--- src/rtl/dispatch_sequencer.sv ---
// Instruction dispatcher: sequences RUN / SPK / SNC / CLR commands onto the network and sink.
// Optional run-time counter is built when DISPATCH_SEQUENCER_TIME_EN is defined.
module dispatch_sequencer #(
  parameter int OPERAND_WIDTH = 16,
  parameter int TIME_WIDTH    = 32
) (
  input  logic                     clk,
  input  logic                     arst,
  input  logic                     instr_valid,
  output logic                     instr_ready,
  input  logic [1:0]               instr_opc,
  input  logic [OPERAND_WIDTH-1:0] instr_operand,
  output logic                     net_run,
  output logic                     net_clear,
  output logic                     spk_valid,
  input  logic                     spk_ready,
  output logic [OPERAND_WIDTH-1:0] spk_data,
  input  logic                     sink_idle,
  output logic                     flg_valid,
  input  logic                     flg_ready,
  output logic [1:0]               flg,
  output logic [TIME_WIDTH-1:0]    run_time
);

  typedef enum logic [1:0] {
    OPC_RUN = 2'd0,
    OPC_SPK = 2'd1,
    OPC_SNC = 2'd2,
    OPC_CLR = 2'd3
  } opc_t;

  typedef enum logic [2:0] {
    ST_IDLE,
    ST_RUN,
    ST_SPK,
    ST_SNC_WAIT,
    ST_FLAG,
    ST_CLR
  } state_t;

  localparam logic [OPERAND_WIDTH-1:0] CNT_ONE = OPERAND_WIDTH'(1);

  state_t                   state_q, state_d;
  logic [OPERAND_WIDTH-1:0] cnt_q;
  logic                     cnt_load, spk_load, flg_load;
  logic [1:0]               flg_d;

  // NOTE: async reset in the sensitivity list, non-blocking assignments for all state.
  always_ff @(posedge clk or posedge arst) begin
    if (arst) state_q <= ST_IDLE;
    else      state_q <= state_d;
  end

  // NOTE: every comb output gets a default first so no latch is inferred.
  always_comb begin
    state_d  = state_q;
    cnt_load = 1'b0;
    spk_load = 1'b0;
    flg_load = 1'b0;
    flg_d    = 2'b00;
    case (state_q)
      ST_IDLE: begin
        if (instr_valid) begin
          case (opc_t'(instr_opc))
            OPC_RUN: begin
              // A zero-length run is consumed in place.
              if (instr_operand != '0) begin
                state_d  = ST_RUN;
                cnt_load = 1'b1;
              end
            end
            OPC_SPK: begin
              state_d  = ST_SPK;
              spk_load = 1'b1;
            end
            OPC_SNC: state_d = ST_SNC_WAIT;
            OPC_CLR: state_d = ST_CLR;
            default: state_d = ST_IDLE;
          endcase
        end
      end
      ST_RUN:      if (cnt_q == CNT_ONE) state_d = ST_IDLE;
      ST_SPK:      if (spk_ready) state_d = ST_IDLE;
      ST_SNC_WAIT: begin
        if (sink_idle) begin
          state_d  = ST_FLAG;
          flg_load = 1'b1;
          flg_d    = 2'b01;
        end
      end
      ST_CLR: begin
        state_d  = ST_FLAG;
        flg_load = 1'b1;
        flg_d    = 2'b10;
      end
      ST_FLAG:     if (flg_ready) state_d = ST_IDLE;
      default:     state_d = ST_IDLE;
    endcase
  end

  always_ff @(posedge clk or posedge arst) begin
    if (arst) begin
      cnt_q    <= '0;
      spk_data <= '0;
      flg      <= 2'b00;
    end else begin
      if (cnt_load)              cnt_q <= instr_operand;
      else if (state_q == ST_RUN) cnt_q <= cnt_q - CNT_ONE;
      if (spk_load) spk_data <= instr_operand;
      if (flg_load) flg      <= flg_d;
    end
  end

  // Strobes decode straight from state so reset removes them without a clock edge.
  assign instr_ready = (state_q == ST_IDLE);
  assign net_run     = (state_q == ST_RUN);
  assign net_clear   = (state_q == ST_CLR);
  assign spk_valid   = (state_q == ST_SPK);
  assign flg_valid   = (state_q == ST_FLAG);

`ifdef DISPATCH_SEQUENCER_TIME_EN
  logic [TIME_WIDTH-1:0] time_q;

  always_ff @(posedge clk or posedge arst) begin
    if (arst)           time_q <= '0;
    else if (net_clear) time_q <= '0;
    else if (net_run)   time_q <= time_q + TIME_WIDTH'(1);
  end

  assign run_time = time_q;
`else
  assign run_time = '0;
`endif

endmodule

--- config.mk ---
export PLATFORM = sky130hd
export DESIGN_NAME = dispatch_sequencer
export DESIGN_NICKNAME = d
export VERILOG_FILES = /design/src/rtl/dispatch_sequencer.sv
export SDC_FILE = /design/constraint.sdc
export NUM_CORES = 1
export LEC_CHECK = 0
export CAP_MARGIN = 5
export CORE_ASPECT_RATIO = 1.25
export CORE_MARGIN = 8
export CORE_UTILIZATION = 45
export DETAILED_ROUTE_END_ITERATION = 7
export HOLD_SLACK_MARGIN = 0.08
export PLACE_DENSITY_LB_ADDON = 0.08
export SLEW_MARGIN = 20
export SYNTH_ARGS = -nofsm -noshare
export SYNTH_HDL_FRONTEND = slang
export SYNTH_SLANG_ARGS = --single-unit
--- constraint.sdc ---
create_clock -name clk -period 2.1 [get_ports clk]
set_input_delay 0.63 -clock clk [delete_from_list [all_inputs] [get_ports clk]]
set_output_delay 0.63 -clock clk [all_outputs]
set_load 0.05 [all_outputs]
======== After elaboration in Yosys (flattened, before gate mapping) ========
Cells that the tools add are included.
word-level totals
  logic and storage cells ................. 46
  register bits ........................... 37
  bits in latches ......................... 0
  input port bits ......................... 24
  memories ................................ 0
  ROM bits ................................ 0
  bits in writable memories ............... 0
  output and inout bits ................... 55
cells by class
  $mul .................................... 0
  add/subtract/negate cells ............... 1
  bitwise operators ....................... 0
  reductions and logical operators ........ 5
  div/mod/pow operators ................... 0
  shift operators ......................... 0
  equality and inequality tests ........... 15
  mux-type cells .......................... 21
  magnitude comparators ................... 0
operators with widths
  cell                                                   count
  2-to-1 mux 16 bit                                      2
  2-to-1 mux 3 bit                                       6
  one-hot mux 3 bit (6 select lines)                     1
  == test 16 x 1 -> 1 bit, second input constant         1
  nonzero test 16 bit                                    1
  subtractor 16 x 1 -> 16 bit, second input constant     1
  one-hot mux 3 bit (4 select lines)                     1
  2-to-1 mux 1 bit                                       9
  == test 3 x 2 -> 1 bit, second input constant          2
  == test 3 bit, second input constant                   2
  inequality test 2 x 1 -> 1 bit, second input constant  3
  AND reduction 6 bit                                    1
  == test 2 bit, second input constant                   2
  inequality test 2 bit, second input constant           2
  one-hot mux 2 bit (2 select lines)                     1
  == test 3 x 1 -> 1 bit, second input constant          1
  zero test 3 bit                                        1
  inequality test 3 bit, second input constant           1
  == test 2 x 1 -> 1 bit, second input constant          1
  zero test 2 bit                                        1
  one-hot mux 1 bit (2 select lines)                     1
  nonzero test 2 bit                                     1

======== Longest topological paths before layout ========
  depth in word-level cells ............... 6
  gate-level depth with buffers ........... 6
  mapped depth without buffers ............ 6

======== Worst setup path after synthesis ========
Ideal clock, no wire load.
  kind .................................... register -> register
  start point ............................. register state_q[1]
  end point ............................... register spk_data[0]
  arrival ................................. 2.251 ns
  clock period less this slack ............ 2.376 ns
  cell stages (with the launch flop) ...... 5
  path buffers ............................ 1
  setup slack ............................. -0.276 ns
  library setup time ...................... 0.125 ns
  data required time ...................... 1.975 ns
  cell sequence ........................... dfrtp_1 > nor3_2 > nand3_1 > clkbuf_1 > mux2_2
on the way
  cells in the longest elaborated chain, start to end .. 2
RTL lines
  element                 RTL line  text
  from (decl)             43        state_t state_q, state_d;
  from (signal assigned)  51        else state_q <= state_d;
  zero test 3 bit         n/a
  via instr_ready         10        output logic instr_ready,
  2-to-1 mux 1 bit        61        case (state_q)
  to (signal assigned)    109       if (spk_load) spk_data <= instr_operand;
  to (decl)               17        output logic [OPERAND_WIDTH-1:0] spk_data,
The timed path passes the listed nets, and every way through them passes these cells.
A chain may end at the register's enable or synchronous reset.

======== Worst setup path after layout ========
  start point ............................. register state_q[2]
  end point ............................... output net_run
on the way
  cells in the longest elaborated chain, start to end .. 1
RTL lines
  element                 RTL line  text
  == test 3 x 1 -> 1 bit  116       assign net_run = (state_q == ST_RUN);
  to (decl)               13        output logic net_run,
No other way between the ends.

==> qor.txt <==
Status: finished, final reports clean
Largest area contributor in the netlist: dfrtp_1
Fin crit period: 2.05 ns
FMAX: 0.488 GHz
CTS Sinks: 37
CP max stage delay: 0.44 ns
Xor-xnor portion of the synthesized cell area: 2.33%
Core Box Area: 0.00493 mm2
Ant diodes: 0
Tcrit/Tclk final: 97.5%
Arrival @ worst endpoint: 1.42 ns
Synth-to-Final Area Change: 37.3%
Area occupied by multi-input gates: 0.00115 mm2
Core Util, Final: 62.7%
Buffers on Ports: 46
Drt wl/cell: 14.3 um
Peak supply drop: 1080 uV
Syn Std Cell Area: 0.00225 mm2
Crit path max-delay cell type: dfrtp_2
Largest net degree at the start of global routing: 38
Drt total wl: 5380 um
Worst setup SP type: flop
Simple-gate area share of the yosys netlist: 19.2%
Most common cell after layout, fill and taps aside: buf_4
Die area: 0.00754 mm2
Setup TNS: 0 ns
Num CTS Buffers: 5
Initial antenna violation count: 0
Vias per Instance: 4.97
Drt drc: 0
CP required: 1.47 ns
Reg-to-Reg Start: cnt_q[2]$_DFFE_PP0P_
Global-route wire length before repair: 8830 um
Pre-antenna DRT Iters: 4
EDFF count, synth: 0
Largest family of logic cells by synthesized area: simple AND/OR/NAND/NOR gates
Core Rows: 29
Commonest non-fill, non-tap cells in the layout: 64 x buf_4, 35 x dfrtp_1, 32 x conb_1
Final Hold Viols: 0
Finish-stage setup viols: 0
CTS Buffer Depth: 2
Design area: 0.00309 mm2
Hold path startpoint: spk_data[5]$_DFFE_PP0P_
Top delay family on crit path: flip-flops
Worst R2R Path Depth: 4
Vias: 1872
CTS H-Tree Depth: 2
Max-Cap Viols: 0
Yosys top cell area share: 41.1%
Final HPWL DP: 4240 um
Critical path, cell by cell: or3b_4 -> clkinv_4 -> buf_12
FF-to-FF End: cnt_q[15]$_DFFE_PP0P_
Primary FF master, synth: dfrtp_1
Yosys reg bits: 37
All-Layer GR Usage: 14.7%
Clock-pin slew of the registers on the worst-case setup and hold paths: 0.08 ns
Critical Path Fanout Max: 10
R2R Setup Slk: 0.24 ns
Post-synthesis cell type count: 48
Grt ovf: 0
Total power: 4.58 mW
Clk_lat worst skew: 0.29 ns
Io pins: 79
Hold path cells: 2
Initial drt markers: 90
Hold Crit Endpoint: spk_data[5]$_DFFE_PP0P_
Post-Synth Adder-Cell Area: 2.78%
Routability cong.: 0.828
CTS root buf: clkbuf_8
Die width: 79.3 um
Fraction of registers with async set/reset: 100%
Crit path buffers/inverters: 2
P_leak: 1.41 nW
Vias in the first global route: 1858
Nets: 343
HP Class: reg -> reg
Ranking of synthesized cells by area: dfrtp_1 41%, buf_4 11%, mux2_2 10%, ha_1 2.8%, nand3_1 2.4%
Seq/Total Area, Yosys: 41.1%
Max Slew Vio Count: 0
Placed inst area: 0.00295 mm2
Final Skew: 0.00758 ns
Multiplexer share of the synthesized area: 11.0%
Die Height: 95.1 um
FILL cells: 464
Share of layout cells above drive strength 1: 34.9%
Warnings from Yosys: 0
CTS Hold Bufs: 0
Mapped Cells: 223
Setup Crit Path Kind: reg -> out
Mapped Avg Cell Area: 10.1 um2
Total power per unit cell area: 1480 mW/mm2
Antenna Nets Post-Route: 0
CTS tree: done
Post-synthesis compound-gate area fraction: 9.00%
Critical path endpoint category: output port
Initial Util: 45.6%
Hold Slack: 0.499 ns
Register area: 928 um2
## worst reg2reg max path, stage by stage, from the launching register on
cell and delay (ns):
dfrtp_1 0.47, nor4_4 0.51, nand3_4 0.13, or4_1 0.49, a31oi_1 0.18
## cells in the mapped netlist, types with 2 or more instances
cell and number:
a21oi_1 5, a221o_1 2, a31o_2 2, a31oi_1 3, and3_1 2, buf_4 32, buf_6 2, clkbuf_1 4
dfrtp_1 37, ha_1 5, inv_1 9, mux2_1 2, mux2_2 20, nand2_1 14, nand2b_1 2, nand3_1 11
nand3b_1 2, nand4_1 4, nand4b_1 2, nor2_1 12, nor3_1 4, nor3b_1 2, nor4_1 7, o211ai_1 3
o21ai_0 7, xnor2_1 6
## worst max path at each step
| stage | startpoint | end | slack (ns) | cells after the start |
|---|---|---|---|---|
| global placement | instr_operand[3] | cnt_q[0]$_DFFE_PP0P_ | -0.21 | 7 |
| floorplan | state_q[1]$_DFFE_PP0P_ | spk_data[0]$_DFFE_PP0P_ | 0.02 | 4 |
| global route | instr_operand[10] | cnt_q[0]$_DFFE_PP0P_ | -0.03 | 6 |
| detailed placement | instr_operand[6] | cnt_q[0]$_DFFE_PP0P_ | -0.23 | 7 |
| CTS | state_q[2]$_DFFE_PP0P_ | net_run | 0.06 | 3 |
| finish | state_q[2]$_DFFE_PP0P_ | net_run | 0.05 | 3 |
## cell type report
type                       count  area share [%]
inverter                      10            1.38
multi-input combinational    168            37.2
tap                           62            2.51
clock inverter                 2           0.324
timing repair buffer          92            26.2
sequential                    37            30.0
clock buffer                   6            2.35
## power breakdown
group          leakage [nW]  internal [mW]  switching, mW
Combinational         0.923           1.11           1.63
Clock                0.0450          0.230          0.247
Sequential            0.443           1.06          0.304
## stage by stage
stage / setup slack (ns) / instances
2_1_floorplan: 0.0159 / 254
3_3_place_gp: -0.206 / 365
3_5_place_dp: -0.233 / 365
4_1_cts: 0.0564 / 376
5_1_grt: -0.0343 / 377
6_report: 0.0529 / 377
## routing by layer
metal	vias up	wire length, um	track usage (%)
li1	921	-	-
met1	893	2160	16.9
met2	53	2780	25.7
met3	5	382	4.43
met4	0	56	4.33
met5	-	0	0
## registers in the layout (all words and copies together) (netlist names)
register / cells
flg: 2
cnt_q: 16
state_q: 3
spk_data: 16
## logic make-up (layout without fill, tap and decap cells)
logic type,after synthesis,count (layout)
xor+xnor,6,6
fa+ha+maj,5,5
simple gates,73,73
flops,37,37
mux,22,22
compound gates,30,30
buf+inv,49,110
other cells,1,32
## what timing repair did
item | CTS | global route
pin swaps | 0 | 1
hold endpoints to repair | 0 | 0
cloned | 0 | 0
endpoints found under the setup margin | 1 | 15
setup buffers | 3 | 1
resized for setup | 2 | 6
Note: power is estimated with default switching activity, not from simulation.
